### config.mk
export PLATFORM = sky130hd
export DESIGN_NAME = shift_issue_unit
export DESIGN_NICKNAME = d
export VERILOG_FILES = /design/src/rtl/shift_issue_unit.sv
export SDC_FILE = /design/constraint.sdc
export NUM_CORES = 1
export LEC_CHECK = 0
export ABC_CLOCK_PERIOD_IN_PS = 3550
export CAP_MARGIN = 5
export CORE_UTILIZATION = 50
export DETAILED_ROUTE_END_ITERATION = 12
export PLACE_DENSITY = 0.88
export SETUP_SLACK_MARGIN = 0.3
export SYNTH_ARGS = -nofsm -noshare
export SYNTH_HDL_FRONTEND = slang
export SYNTH_SLANG_ARGS = --single-unit
export TNS_END_PERCENT = 50
### constraint.sdc
create_clock -name clock -period 3.55 [get_ports clock]
set_input_delay 0.355 -clock clock [delete_from_list [all_inputs] [get_ports clock]]
set_output_delay 0.355 -clock clock [all_outputs]
set_load 0.02 [all_outputs]
### src/rtl/shift_issue_unit.sv
// shift_issue_unit: handshaked EX-stage shift sequencer feeding one barrel_shifter32.
//   SLL/SRL/SRA complete in one shifter pass; ROTR takes two passes through the
//   same shifter (SRL by s, then SLL by -s, OR'd together).
// Ports:
//   clock, reset_n        rising-edge clock, async active-low reset
//   flush                 synchronous squash of the in-flight op
//   in_valid/in_ready     request handshake (in_ready = state is IDLE)
//   op, variable, shamt   op code, amount select (rs[4:0] vs shamt), immediate amount
//   rs, rt, tag           amount source, value to shift, destination tag
//   out_valid/out_ready   result handshake toward writeback
//   result, out_tag       registered shifted value and its tag
//   out_err               reserved-op flag, qualified by out_valid

module barrel_shifter32 (
  input  logic [31:0] data_in,
  input  logic [4:0]  amount,
  input  logic        direction,   // 0 = left, 1 = right
  input  logic        arithmetic,  // sign fill on right shifts
  output logic [31:0] data_out
);
  logic [5:0][31:0] stg;
  logic [31:0]      rev_in, rev_out;
  logic             fill;

  assign fill = direction & arithmetic & data_in[31];

  // Left shifts reuse the right-shift network on bit-reversed data.
  for (genvar b = 0; b < 32; b++) begin : g_rev
    assign rev_in[b]  = data_in[31-b];
    assign rev_out[b] = stg[5][31-b];
  end

  assign stg[0] = direction ? data_in : rev_in;

  for (genvar k = 0; k < 5; k++) begin : g_stage
    localparam int SH = 1 << k;
    assign stg[k+1] = amount[k] ? {{SH{fill}}, stg[k][31:SH]} : stg[k];
  end

  assign data_out = direction ? stg[5] : rev_out;
endmodule

module shift_issue_unit #(
  parameter int WIDTH  = 32,
  parameter bit ROT_EN = 1'b1
) (
  input  logic             clock,
  input  logic             reset_n,
  input  logic             flush,
  input  logic             in_valid,
  output logic             in_ready,
  input  logic [2:0]       op,
  input  logic             variable,
  input  logic [4:0]       shamt,
  input  logic [WIDTH-1:0] rs,
  input  logic [WIDTH-1:0] rt,
  input  logic [4:0]       tag,
  output logic             out_valid,
  input  logic             out_ready,
  output logic [WIDTH-1:0] result,
  output logic [4:0]       out_tag,
  output logic             out_err
);
  typedef enum logic [1:0] {S_IDLE, S_EXEC1, S_EXEC2, S_DONE} state_t;

  state_t           state_q, state_d;
  logic [WIDTH-1:0] rt_q, rt_d, partial_q, partial_d, result_q, result_d;
  logic [4:0]       amt_q, amt_d, tag_q, tag_d, out_tag_q, out_tag_d;
  logic [2:0]       op_q, op_d;
  logic             out_valid_q, out_valid_d, out_err_q, out_err_d;

  logic             sh_dir, sh_arith;
  logic [4:0]       sh_amt;
  logic [31:0]      sh_out;
  logic             op_rot, op_rsvd;

  // Only amount bits of rs are meaningful.
  logic unused_rs;
  assign unused_rs = ^rs[WIDTH-1:5];

  assign op_rot  = ROT_EN && (op_q == 3'b011);
  assign op_rsvd = op_q[2] || (!ROT_EN && (op_q == 3'b011));

  // Shifter is driven purely from registered operands.
  always_comb begin
    sh_dir   = 1'b0;
    sh_arith = 1'b0;
    sh_amt   = amt_q;
    if (state_q == S_EXEC2) begin
      // second rotate pass: SLL by (32 - s) mod 32; s=0 gives rt | rt = rt
      sh_amt = 5'd0 - amt_q;
    end else begin
      case (op_q[1:0])
        2'b01:   sh_dir = 1'b1;
        2'b10: begin sh_dir = 1'b1; sh_arith = 1'b1; end
        2'b11:   sh_dir = 1'b1;
        default: ;
      endcase
    end
  end

  barrel_shifter32 u_shifter (
    .data_in    (rt_q),
    .amount     (sh_amt),
    .direction  (sh_dir),
    .arithmetic (sh_arith),
    .data_out   (sh_out)
  );

  always_comb begin
    state_d     = state_q;
    rt_d        = rt_q;
    amt_d       = amt_q;
    op_d        = op_q;
    tag_d       = tag_q;
    partial_d   = partial_q;
    result_d    = result_q;
    out_tag_d   = out_tag_q;
    out_valid_d = out_valid_q;
    out_err_d   = out_err_q;
    case (state_q)
      S_IDLE: if (in_valid) begin
        rt_d    = rt;
        amt_d   = variable ? rs[4:0] : shamt;
        op_d    = op;
        tag_d   = tag;
        state_d = S_EXEC1;
      end
      S_EXEC1: begin
        if (op_rot) begin
          partial_d = sh_out;
          state_d   = S_EXEC2;
        end else begin
          result_d    = op_rsvd ? '0 : sh_out;
          out_err_d   = op_rsvd;
          out_tag_d   = tag_q;
          out_valid_d = 1'b1;
          state_d     = S_DONE;
        end
      end
      S_EXEC2: begin
        result_d    = sh_out | partial_q;
        out_err_d   = 1'b0;
        out_tag_d   = tag_q;
        out_valid_d = 1'b1;
        state_d     = S_DONE;
      end
      S_DONE: if (out_ready) begin
        out_valid_d = 1'b0;
        state_d     = S_IDLE;
      end
      default: state_d = S_IDLE;
    endcase
    // Squash wins over accept and over any in-flight progress.
    if (flush) begin
      state_d     = S_IDLE;
      out_valid_d = 1'b0;
      out_err_d   = 1'b0;
      if (state_q == S_IDLE) begin
        rt_d  = rt_q;
        amt_d = amt_q;
        op_d  = op_q;
        tag_d = tag_q;
      end
    end
  end

  always_ff @(posedge clock or negedge reset_n) begin
    if (!reset_n) begin
      state_q     <= S_IDLE;
      rt_q        <= '0;
      amt_q       <= '0;
      op_q        <= '0;
      tag_q       <= '0;
      partial_q   <= '0;
      result_q    <= '0;
      out_tag_q   <= '0;
      out_valid_q <= 1'b0;
      out_err_q   <= 1'b0;
    end else begin
      state_q     <= state_d;
      rt_q        <= rt_d;
      amt_q       <= amt_d;
      op_q        <= op_d;
      tag_q       <= tag_d;
      partial_q   <= partial_d;
      result_q    <= result_d;
      out_tag_q   <= out_tag_d;
      out_valid_q <= out_valid_d;
      out_err_q   <= out_err_d;
    end
  end

  assign in_ready  = (state_q == S_IDLE);
  assign out_valid = out_valid_q;
  assign result    = result_q;
  assign out_tag   = out_tag_q;
  assign out_err   = out_err_q;
endmodule

==> qor.yml <==
outcome:
  status: "finished, final reports clean"
die:
  rows: 47
  die_y_um: 133
  die-area_um2: 17600
  num_io_pins: 123
  die_x_um: 133
  core-area_um2: 16600
  start_util: 0.512
global_routing:
  grt_pass1_vias: 8153
  antenna_found_initial: 0
  grt_pass1_wl_mm: 44.7
  grt.total_usage: 0.327
  grt_overflow_total: 0
  grt_start_max_net_pins: 71
job:
  cap_violations: 0
logic_synthesis:
  netlist_instances: 940
  netlist.area_leader.share: 0.346
  ys_seq_area_frac: 0.346
  synth_edf_count: 0
  async_flop_share: 1.00
  syn_area_um2: 8520
  yosys.area.top_type: "dfrtp_1"
  ys_ff_latch: 118
  syn_nets: 1030
  ys_warn_count: 0
  synth_ff_type: "dfrtp_1"
  yosysUniqueCellTypes: 77
  synth_area_leaders: "dfrtp_1, nand2_1, mux2_2, mux4_2, a21oi_1"
  avgSynthCellArea_um2: 9.07
placed_design:
  io_buffer_count: 95
  place.gp.congestion: 0.987
  hpwl_mm: 19.8
detailed_routing:
  drcViolationCount: 0
  ant_nets: 0
  post_drt_wl_per_cell_um: 22.2
  first_pass_iters: 6
  wl_mm: 29.3
  drtIter0Drc: 1142
  dr_total_vias: 8867
  via_per_inst: 6.71
timing:
  min_period_ns: 3.37
  slew_headroom: 0.439
  fmax_ghz: 0.297
  finClkSkew_ns: 0.0179
  tightest_slew_ns: 0.833
  drv_slew: 0
  post-route-period-util: 0.950
  rsz0062_at_grt: "true"
  hold_viol: 0
  hold_ws_ns: 0.469
  setup_viol: 0
  finalSetupTns_ns: 0
clock_tree:
  clk_latency_ns: 0.44
  cts_root_buf: "clkbuf_16"
  cts_tree: "done"
  htree_levels: 4
  clock_path_buffers: 2
  cts.sinks: 118
  clk_pin_slew_worst_paths_ns: 0.05
  numCtsBuffers: 17
setup_path:
  path_class: "flip-flop to flip-flop"
  worstRegToRegCells: 12
  critPathArrivalTime_ns: 3.73
  critPathRequiredTime_ns: 3.91
  end_kind: "flip-flop"
  startpoint: "state_q[0]"
  start_kind: "flip-flop"
  r2r_setup_slack_ns: 0.18
  crit_end: "result[25]"
  r2r-start: "state_q[0]"
  timing.rr.end: "result[25]"
  crit_fanout: 10
finish:
  antenna_cells: 0
  nets: 1181
  drive_gt1_frac: 0.267
  syn_to_final_growth_pct: 33.1
  fill_cells: 1226
worst_hold_path:
  min-delay-path-class: "flip-flop to flip-flop"
## metal layers
layer  wire length, um  global-route usage  vias to the layer above
met3              3120              0.0716                      149
met4              1530               0.141                        0
li1                  -                   -                     3869
met5                 0                   0                        -
met2             13600               0.520                      643
met1             11100               0.431                     4206
## timing repair
| action | in CTS | in global routing |
|---|---|---|
| endpoints found under the hold margin | 48 | 0 |
| hold buffers | 1 | 0 |
| buffers inserted | 6 | 20 |
| setup endpoints to repair | 64 | 55 |
| pin swaps | 3 | 27 |
| cloned | 2 | 2 |
| resized for setup | 22 | 59 |
## cell families after synthesis
logic type,share of synthesized area
AO/OA/AOI/OAI,0.278
flip-flops,0.346
multiplexers,0.157
XOR/XNOR,0.00734
AND/OR/NAND/NOR,0.148
buffers and inverters,0.0526
adder cells (fa/ha/maj),0.0103
## cell usage after synthesis, types with 8 or more instances
cell type and n:
buf_4 9, nor2_1 63, inv_1 14, a21oi_1 65
clkbuf_1 30, nor3_1 16, a32oi_1 13, a31oi_1 8
a21o_1 11, o31ai_1 10, o21ai_1 12, nand2_1 144
mux4_2 21, o221ai_1 8, buf_2 22, nand3_1 21
nand2b_1 8, o21ai_0 52, buf_1 14, mux2_2 46
mux2i_1 32, a211oi_1 41, dfrtp_1 118
## critical path, cell delays in order (launching register included)
cell       delay, ns
dfrtp_1         0.37
inv_2           0.06
buf_4           0.15
ha_4            0.17
buf_4           0.18
nand2b_1        0.21
o221ai_1        0.42
o21ai_1         0.19
mux4_2          0.58
a211oi_2        0.37
a2111oi_4       0.10
a221o_1         0.40
nand3_1         0.08
## area by class of cell
cell class / instances / area [um2] / area share
well taps: 220 / 275 / 0.0243
inverters: 16 / 65.1 / 0.00574
repair buffers: 208 / 1880 / 0.166
multi-input cells: 730 / 5600 / 0.493
clock inverters: 8 / 101 / 0.00893
flip-flops and latches: 118 / 2950 / 0.260
clock buffers: 21 / 470 / 0.0415
## worst min-delay path by stage
stage          startpoint            to  slack (ns)  cells past startpoint
3_3_place_gp      reset_n     result[0]        0.41                      1
3_5_place_dp      reset_n  partial_q[0]        0.42                      1
4_1_cts          tag_q[0]    out_tag[0]        0.46                      2
6_report         tag_q[4]    out_tag[4]        0.47                      2
5_1_grt        out_tag[1]    out_tag[1]        0.49                      2
2_1_floorplan     reset_n      amt_q[0]        0.06                      0
## placed cells by master, fill, tap and decap left out, drive strengths merged, types with 8 or more instances in the layout
cell type,n
clkdlybuf4s50,94
nand2,144
a21o,11
dfrtp,118
mux4,21
a221oi,12
nand2b,8
mux2i,33
o21ai,64
inv,15
nor3,16
clkbuf,22
a21oi,66
and2,9
a31oi,8
a32oi,13
mux2,48
o221ai,8
buf,112
o31ai,11
a211oi,45
nor2,63
nand3,21
## stage by stage
step	setup WS [ns]	instances	cell area (um2)	utilization
floorplan	0.328	940	8580	-
global placement	0.102	1261	10100	0.607
detailed placement	0.0190	1261	10100	0.607
CTS	0.306	1299	10900	0.652
global route	0.115	1321	11300	0.682
finish	0.179	1321	11300	0.682
## flip-flops by register name, summed over array words and instances, names as in the netlist
name       flops
amt_q          5
op_q           3
out_err        1
out_tag        5
out_valid      1
partial_q     32
result        32
rt_q          32
state_q        2
tag_q          5
Power is not shown: default switching activity piles up to over one toggle a cycle in this logic, so the estimate is an artifact.
